==> src/rtl/adc_conv_scheduler.sv <==
// ADC conversion scheduler: periodic/single-shot trigger, start strobe, result capture, show-ahead result FIFO.
// Optional WAIT-state watchdog is compiled in when ADC_SCHED_TIMEOUT_EN is defined.
module adc_conv_scheduler #(
   parameter int FIFO_DEPTH     = 4,
   parameter int START_CYCLES   = 2,
   parameter int TIMEOUT_CYCLES = 4096
) (
   input  logic        clk_dig_in,
   input  logic        rst,
   input  logic        enable_in,
   input  logic [15:0] period_in,
   input  logic        single_shot_in,
   output logic        start_conversion_out,
   input  logic        conversion_finished_in,
   input  logic [15:0] result_in,
   output logic [15:0] data_out,
   output logic        data_valid_out,
   input  logic        data_ready_in,
   output logic [4:0]  fifo_level_out,
   output logic        busy_out,
   output logic        missed_out,
   output logic        overflow_out,
   output logic        timeout_out,
   input  logic        clear_flags_in
);

   localparam int AW = (FIFO_DEPTH > 1) ? $clog2(FIFO_DEPTH) : 1;

   localparam logic [1:0] ST_IDLE    = 2'd0;
   localparam logic [1:0] ST_START   = 2'd1;
   localparam logic [1:0] ST_WAIT    = 2'd2;
   localparam logic [1:0] ST_CAPTURE = 2'd3;

   logic [1:0]  state_reg, state_next;
   logic [3:0]  start_cnt_reg, start_cnt_next;
   logic [15:0] timer_reg, timer_next;
   logic        timer_pulse, trigger;
   logic        fin_d_reg, fin_edge;
   logic [15:0] capture_reg, capture_next;
   logic        push, push_ok, pop;
   logic        missed_reg, overflow_reg;
   logic        missed_set, overflow_set;

   logic [15:0]   mem [FIFO_DEPTH];
   logic [AW-1:0] wr_ptr_reg, rd_ptr_reg, rd_ptr_inc;
   logic [4:0]    count_reg, count_next;
   logic [15:0]   head_reg, head_next;

   // Timer wraps at period_in-1; a period shrunk below the running count also wraps.
   always_comb begin
      timer_pulse = 1'b0;
      timer_next  = 16'd0;
      if (enable_in && (period_in != 16'd0)) begin
         if (timer_reg >= (period_in - 16'd1)) begin
            timer_pulse = 1'b1;
         end else begin
            timer_next = timer_reg + 16'd1;
         end
      end
   end

   assign trigger    = timer_pulse | single_shot_in;
   assign fin_edge   = conversion_finished_in & ~fin_d_reg;
   assign missed_set = trigger & (state_reg != ST_IDLE);

`ifdef ADC_SCHED_TIMEOUT_EN
   localparam int TW = $clog2(TIMEOUT_CYCLES + 1);
   logic [TW-1:0] wait_cnt_reg, wait_cnt_next;
   logic          timeout_reg, timeout_set;
`endif

   always_comb begin
      state_next     = state_reg;
      start_cnt_next = start_cnt_reg;
      capture_next   = capture_reg;
      push           = 1'b0;
`ifdef ADC_SCHED_TIMEOUT_EN
      wait_cnt_next  = wait_cnt_reg;
      timeout_set    = 1'b0;
`endif
      case (state_reg)
         ST_IDLE: begin
            if (trigger) begin
               state_next     = ST_START;
               start_cnt_next = 4'd0;
            end
         end
         ST_START: begin
            if (start_cnt_reg == 4'(START_CYCLES - 1)) begin
               state_next = ST_WAIT;
`ifdef ADC_SCHED_TIMEOUT_EN
               wait_cnt_next = '0;
`endif
            end else begin
               start_cnt_next = start_cnt_reg + 4'd1;
            end
         end
         ST_WAIT: begin
            if (fin_edge) begin
               capture_next = result_in;
               state_next   = ST_CAPTURE;
            end
`ifdef ADC_SCHED_TIMEOUT_EN
            else if (wait_cnt_reg == TW'(TIMEOUT_CYCLES - 1)) begin
               state_next  = ST_IDLE;
               timeout_set = 1'b1;
            end else begin
               wait_cnt_next = wait_cnt_reg + 1'b1;
            end
`endif
         end
         default: begin
            push       = 1'b1;
            state_next = ST_IDLE;
         end
      endcase
   end

   // A full FIFO still accepts the push when the consumer frees a slot in the same cycle.
   assign pop          = (count_reg != 5'd0) & data_ready_in;
   assign push_ok      = push & ((count_reg != 5'(FIFO_DEPTH)) | pop);
   assign overflow_set = push & ~push_ok;
   assign rd_ptr_inc   = rd_ptr_reg + AW'(1);

   always_comb begin
      count_next = count_reg;
      case ({push_ok, pop})
         2'b10:   count_next = count_reg + 5'd1;
         2'b01:   count_next = count_reg - 5'd1;
         default: count_next = count_reg;
      endcase
   end

   // Registered head; bypass the write data when the new entry becomes the head.
   always_comb begin
      head_next = head_reg;
      if (pop) begin
         head_next = (push_ok && (count_reg == 5'd1)) ? capture_reg : mem[rd_ptr_inc];
      end else if (push_ok && (count_reg == 5'd0)) begin
         head_next = capture_reg;
      end
   end

   always_ff @(posedge clk_dig_in) begin
      if (!rst && push_ok) begin
         mem[wr_ptr_reg] <= capture_reg;
      end
   end

   always_ff @(posedge clk_dig_in) begin
      if (rst) begin
         state_reg     <= ST_IDLE;
         start_cnt_reg <= 4'd0;
         timer_reg     <= 16'd0;
         fin_d_reg     <= 1'b0;
         capture_reg   <= 16'd0;
         wr_ptr_reg    <= '0;
         rd_ptr_reg    <= '0;
         count_reg     <= 5'd0;
         head_reg      <= 16'd0;
         missed_reg    <= 1'b0;
         overflow_reg  <= 1'b0;
      end else begin
         state_reg     <= state_next;
         start_cnt_reg <= start_cnt_next;
         timer_reg     <= timer_next;
         fin_d_reg     <= conversion_finished_in;
         capture_reg   <= capture_next;
         count_reg     <= count_next;
         head_reg      <= head_next;
         if (push_ok) wr_ptr_reg <= wr_ptr_reg + AW'(1);
         if (pop)     rd_ptr_reg <= rd_ptr_inc;
         if (missed_set)          missed_reg <= 1'b1;
         else if (clear_flags_in) missed_reg <= 1'b0;
         if (overflow_set)        overflow_reg <= 1'b1;
         else if (clear_flags_in) overflow_reg <= 1'b0;
      end
   end

`ifdef ADC_SCHED_TIMEOUT_EN
   always_ff @(posedge clk_dig_in) begin
      if (rst) begin
         wait_cnt_reg <= '0;
         timeout_reg  <= 1'b0;
      end else begin
         wait_cnt_reg <= wait_cnt_next;
         if (timeout_set)         timeout_reg <= 1'b1;
         else if (clear_flags_in) timeout_reg <= 1'b0;
      end
   end
   assign timeout_out = timeout_reg;
`else
   // No watchdog in this build: the flag is constant low.
   assign timeout_out = (TIMEOUT_CYCLES < 0);
`endif

   assign start_conversion_out = (state_reg == ST_START);
   assign busy_out             = (state_reg != ST_IDLE);
   assign data_out             = head_reg;
   assign data_valid_out       = (count_reg != 5'd0);
   assign fifo_level_out       = count_reg;
   assign missed_out           = missed_reg;
   assign overflow_out         = overflow_reg;

endmodule

==> config.mk <==
export PLATFORM = sky130hd
export DESIGN_NAME = adc_conv_scheduler
export DESIGN_NICKNAME = d
export VERILOG_FILES = /design/src/rtl/adc_conv_scheduler.sv
export SDC_FILE = /design/constraint.sdc
export NUM_CORES = 1
export LEC_CHECK = 0
export ABC_AREA = 1
export CORE_MARGIN = 1
export CORE_UTILIZATION = 30
export DETAILED_ROUTE_END_ITERATION = 8
export GPL_TIMING_DRIVEN = 0
export PLACE_DENSITY = 0.47
export SETUP_SLACK_MARGIN = 0.5
export SYNTH_ARGS = -nofsm -noshare
export SYNTH_HDL_FRONTEND = slang
export SYNTH_SLANG_ARGS = --single-unit
==> constraint.sdc <==
create_clock -name clk_dig_in -period 5.9 [get_ports clk_dig_in]
set_input_delay 0.59 -clock clk_dig_in [delete_from_list [all_inputs] [get_ports clk_dig_in]]
set_output_delay 0.59 -clock clk_dig_in [all_outputs]
set_load 0.03 [all_outputs]
==> run summary, run 1 <==
met3 Track Usage GR: 0.0309
Clock Skew: 0.0127 ns
pin count of the biggest net entering global routing: 17
routed vias: 4769
Non-Filler Instances: 1062
Yosys warning count: 0
met1 Use GR: 0.177
RSZ-0062 raised after global routing: no
Worst-Skew Late Latency: 0.42 ns
wire length per cell: 14.2 microns
share of cells above drive strength 1: 0.0934
Worst Hold Class: flop to flop
maximum buffer depth of the clock tree: 2
status: finished, final reports clean
Root Driver: clkbuf_16
setup bufs post-CTS: 0
Worst R2R Path Depth: 9
grt met2 use: 0.268
Post-synth EDFFs: 64
GRT Total Usage: 0.150
Synth top area share: 0.307
Die Area: 21400 sq um
fmax: 283 MHz
post-synthesis cell count: 693
Die Y-Extent: 146 microns
post-synthesis cell type count: 46
Max VDD drop: 0.000237 V
Initial Util: 0.308
initial antenna violation count: 1
Slew headroom: 0.351
Hold WS: 0.474 ns
Layout area overhead: 25.0%
Leakage: 3.13 nW
ant diodes: 0
Overflow after GRT: 0
Final GP Congestion: 0.736
Syn Nets: 764
area leader, netlist: edfxtp_1
initial drt markers: 221
clk slew on worst S/H paths: 0.06 ns
Vias/cell: 4.49
fill count: 2071
ys flop type: dfxtp_1
DP Wirelength: 11.3 mm
number of synthesized register bits: 130
power per cell area: 397 nW/um^2
H-tree levels: 4
post_cts resized: 0
Port Buf Inserts: 64
Max Cap Violations: 0
Final Hold Fails: 0
Slew @ Worst Pin: 0.972 ns
final WL: 15.1 mm
Routed Antenna Nets: 0
drt drc: 0
Worst Hold Path Cells: 2
Layout Nets: 850
Mean Syn Cell Area: 9.02 sq um
setup TNS: 0 ns
WP data required: 6.25 ns
Die Wd: 146 microns
Core Region: 20300 sq um
CTS Sinks: 130
Synth area leaders: edfxtp_1 (31%), dfxtp_1 (21%), nand2_1 (9.8%)
Crit path arrival time: 3.89 ns
Final Slew Violations: 0
CTS tree: done
CP Launch Type: primary input
DRT Pass-1 Iters: 4
placed cells: 1030
Async S/R FF share, synth: 0
grt peak-use layer: met2
global-route wire length before repair: 24.7 mm
total CTS buffers: 17
Ports: 66
Critical Path Fanout Max: 10
vias in the first global route: 4799
Seq/Total Area, Yosys: 0.519
crit path kind: primary input to flop
max reg flops: 64
largest reg by FF count: mem
Site Rows: 52
Setup crit end kind: flop
min Tclk post-route: 3.54 ns
Cell Area, Synth: 6250 sq um
cts hold-fix bufs: 0
period utilisation layout: 0.600
# setup viols final: 0
==> cells in the mapped netlist, types with 2 or more instances <==
cell and instances:
buf_6 5, nand2_2 3, a21oi_1 43, or2_2 5, nor2_2 4, a22oi_1 2, o21ai_0 38, nor3_1 3
dfxtp_1 66, nor2_1 44, o211ai_1 14, nor3b_1 3, inv_2 3, nand2_1 163, ha_1 32, or2_0 2
a31oi_1 3, xor2_1 15, buf_2 3, o21ai_1 4, nand3_1 45, inv_1 71, nor2_4 4, nor3_2 2
a22o_1 2, edfxtp_1 64, clkbuf_1 15, nand3_2 4, nand4_1 7, xnor2_1 8
==> final cells by class <==
class / count / area, sq um / share of cell area
flip-flops and latches: 130 / 3240 / 0.415
multi-input cells: 464 / 2600 / 0.332
repair buffers: 67 / 686 / 0.0877
clock buffers: 26 / 499 / 0.0639
well taps: 270 / 338 / 0.0432
inverters: 75 / 284 / 0.0363
plain buffers: 24 / 135 / 0.0173
clock inverters: 6 / 32.5 / 0.00416
==> cell families (layout without fill, tap and decap cells) <==
| kind of cell | count (synthesis) | in the layout | synth area share |
|---|---|---|---|
| DFF | 130 | 130 | 0.519 |
| xor gates and xnor gates | 23 | 23 | 0.0322 |
| other | 1 | 1 | 0.000600 |
| and+or+nand+nor | 295 | 295 | 0.214 |
| AOI/OAI and AO/OA | 113 | 113 | 0.103 |
| buffers and inverters | 99 | 198 | 0.0671 |
| adders and majority gates | 32 | 32 | 0.0641 |
==> path summary, 6_finish.rpt <==
| path | from | endpoint | slack (ns) |
|---|---|---|---|
| min reg2reg | missed_out$_SDFFE_PP0P_ | missed_out$_SDFFE_PP0P_ | 0.47 |
| max reg2reg | fifo_level_out[0]$_SDFFE_PP0P_ | mem[2][11]$_DFFE_PP_ | 3.45 |
| min | missed_out$_SDFFE_PP0P_ | missed_out$_SDFFE_PP0P_ | 0.47 |
| max | period_in[2] | timer_reg[15]$_SDFF_PP0_ | 2.36 |
==> worst max-delay path, stage by stage <==
cell and delay [ns]:
clkdlybuf4s50_1 0.44, inv_1 0.08, nand3_1 0.12, nor3_2 0.19
nand2_1 0.13, nor3_2 0.18, nand2_1 0.13, nor2_2 0.14
nand3_1 0.09, xor2_1 0.14, inv_1 0.06, ha_1 0.31
a21oi_1 0.16, o21ai_0 0.15, nor2_1 0.18, nand4_1 0.39
buf_6 0.30, nor2_1 0.11
==> layer usage <==
layer	part of all wire	vias up	wire [microns]
met5	0	-	0
met4	0.010	0	152
met3	0.029	10	440
met2	0.52	62	7840
met1	0.44	2225	6690
li1	-	2472	-
==> where the power goes <==
part	internal, mW	switching, mW
Combinational	0.373	0.699
Clock	0.577	0.364
Sequential	1.03	0.0618
==> cell usage in the layout (no fill, tap or decap), types with 3 or more instances in the layout <==
cell type,synthesis,final
nand2_1,163,163
inv_1,71,71
dfxtp_1,66,66
clkdlybuf4s50_1,0,64
edfxtp_1,64,64
nand3_1,45,45
a21oi_1,43,43
nor2_1,44,40
o21ai_0,38,38
ha_1,32,32
clkbuf_1,15,20
clkbuf_16,0,17
xor2_1,15,15
o211ai_1,14,14
xnor2_1,8,8
nor2_2,4,8
nand4_1,7,7
or2_2,5,5
buf_6,5,5
clkinv_2,0,5
nor2_4,4,4
nand3_2,4,4
o21ai_1,4,4
clkbuf_8,0,4
nand2_2,3,3
inv_2,3,3
nor3_1,3,3
nor3b_1,3,3
a31oi_1,3,3
buf_2,3,3
buf_8,0,3
==> through the flow <==
step / total power, mW / area (sq um) / utilization / setup WS (ns)
floorplan: 1.82 / 6250 / - / 2.99
global placement: 2.17 / 7230 / 0.356 / 2.02
detailed placement: 2.20 / 7280 / 0.359 / 1.87
CTS: 3.14 / 7820 / 0.385 / 2.31
global route: 3.31 / 7820 / 0.385 / 1.91
finish: 3.11 / 7820 / 0.385 / 2.36
(Power assumes the default switching activity.)
==> run 2, diff against run 1 <==
Settings changed: PLACE_DENSITY 0.47 to 0.48.
Clock period 5.9 ns to 3.23 ns, I/O delays scaled along.
==> run summary, run 2 (synthesis results as in run 1) <==
DRT Pass-1 Iters: 4
wire length per cell: 13.9 microns
Final Hold Fails: 0
CP Launch Type: primary input
Final Util: 0.402
maximum buffer depth of the clock tree: 2
Layout area overhead: 30.6%
highest metal used: met4
status: finished, final reports clean
Max VDD drop: 0.000383 V
Multi-input gate area: 2750 sq um
Final Slew Violations: 0
Die Y-Extent: 146 microns
Routed Antenna Nets: 0
Port Buf Inserts: 64
Slew @ Worst Pin: 0.971 ns
initial drt markers: 239
Post-DP Area: 7270 sq um
routed vias: 4893
final WL: 15.1 mm
Core Region: 20300 sq um
Initial Util: 0.308
Clock Skew: 0.00814 ns
most used cell, CP: buf_4
Max Cap Violations: 0
crit path cell chain: clkdlybuf4s50_1, nor3_4, buf_4, buf_4, buf_4, buf_6, xnor2_2, ha_1, nand2_1, inv_1, o21bai_1, a21oi_2, nor2_2, buf_4, nand4_1, buf_6, buf_6, nor3b_2
register area: 3240 sq um
period utilisation layout: 0.812
Overflow after GRT: 0
Site Rows: 52
Slew headroom: 0.352
final worst slack: 0.607 ns
max reg flops: 64
GRT Total Usage: 0.149
Worst Hold Class: flop to flop
total CTS buffers: 17
Die Area: 21400 sq um
# setup viols final: 0
DP Wirelength: 11.0 mm
largest reg by FF count: mem
initial antenna violation count: 1
fill count: 2037
cts hold-fix bufs: 0
Hold WS: 0.468 ns
share of cells above drive strength 1: 0.156
most common cell after layout, fill and taps aside: nand2_1
total power: 5.78 mW
CTS tree: done
Setup crit end kind: flop
Leakage: 3.31 nW
fmax: 381 MHz
vias in the first global route: 4861
min Tclk post-route: 2.62 ns
global-route wire length before repair: 24.4 mm
power per cell area: 708 nW/um^2
WP data required: 3.58 ns
Slowest cell on crit path: clkdlybuf4s50_1
crit path kind: primary input to flop
Critical Path Fanout Max: 7
commonest non-fill, non-tap cells in the layout: nand2_1 (155), inv_1 (66), dfxtp_1 (66)
RSZ-0062 raised after global routing: no
pre-CTS setup slack: -0.406 ns
met3 WL: 498 microns
CTS Sinks: 130
drt drc: 0
Crit path arrival time: 2.97 ns
Crit path largest cell delay: 0.58 ns
pin count of the biggest net entering global routing: 17
Ports: 66
Layout Nets: 870
Die Wd: 146 microns
Buf/Inv on CP: 9
met1 wire length: 6.45 mm
H-tree levels: 4
Worst-Skew Late Latency: 0.42 ns
Root Driver: clkbuf_16
met2 WL: 7.90 mm
Final GP Congestion: 0.729
Vias/cell: 4.52
design area: 8160 sq um
clk slew on worst S/H paths: 0.06 ns
Worst path top cell family by delay: buffers and inverters
-- run 2: changes by cell type in the layout (fill, tap and decap cells not counted), moves of 5 or more --
| cell | previous run | this run |
|---|---|---|
| nand2_1 | 163 | 155 |
| inv_1 | 71 | 66 |
| buf_4 | 1 | 17 |
| inv_2 | 3 | 8 |
| clkdlybuf4s50_1 | 64 | 56 |
| nand2_2 | 3 | 9 |
-- run 2: metrics by stage --
| step | TNS (ns) | std cells |
|---|---|---|
| global route | 0 | 1082 |
| detailed placement | -7.21 | 1029 |
| CTS | 0 | 1079 |
| finish | 0 | 1083 |
| floorplan | 0 | 693 |
| global placement | -16.43 | 1027 |
-- run 2: final timing paths --
path / start / endpoint / slack (ns) / cells past startpoint
setup / recovery: period_in[8] / timer_reg[6]$_SDFF_PP0_ / 0.61 / 18
hold reg to reg: timer_reg[0]$_SDFF_PP0_ / timer_reg[0]$_SDFF_PP0_ / 0.47 / 1
setup reg to reg: fifo_level_out[0]$_SDFFE_PP0P_ / mem[3][14]$_DFFE_PP_ / 0.76 / 9
hold / removal: timer_reg[0]$_SDFF_PP0_ / timer_reg[0]$_SDFF_PP0_ / 0.47 / 1
-- run 2: layer usage --
metal,track usage,vias up
met5,0,-
met4,0.0583,0
met3,0.0313,16
met2,0.270,68
met1,0.169,2286
li1,-,2523
-- run 2: worst register-to-register path, delay by kind of cell (launching register included) --
kind | cells | cell delay (ns)
adders and majority gates | 1 | 0.21
DFF | 1 | 0.42
and+or+nand+nor | 5 | 1.18
buffers and inverters | 3 | 0.27
-- run 2: report_power, final --
| part | switching [mW] | leakage [nW] | total, mW | internal [mW] |
|---|---|---|---|---|
| Sequential | 0.112 | 1.14 | 2.00 | 1.88 |
| Clock | 0.686 | 0.282 | 1.79 | 1.10 |
| Combinational | 1.29 | 1.89 | 2.00 | 0.704 |
-- run 2: layout make-up --
class	count	share of cell area
plain buffers	24	0.0170
clock inverters	8	0.00567
repair buffers	87	0.104
well taps	270	0.0414
diodes	1	0.000307
clock buffers	24	0.0628
inverters	75	0.0348
flip-flops and latches	130	0.397
multi-input cells	464	0.337
-- run 2: what timing repair did --
action / 4_1_cts / 5_1_grt
cloned: 1 / 0
endpoints found under the setup margin: 23 / 23
gates resized for setup: 31 / 29
endpoints found under the hold margin: 0 / 0
pin swaps: 16 / 17
setup buffers: 17 / 3
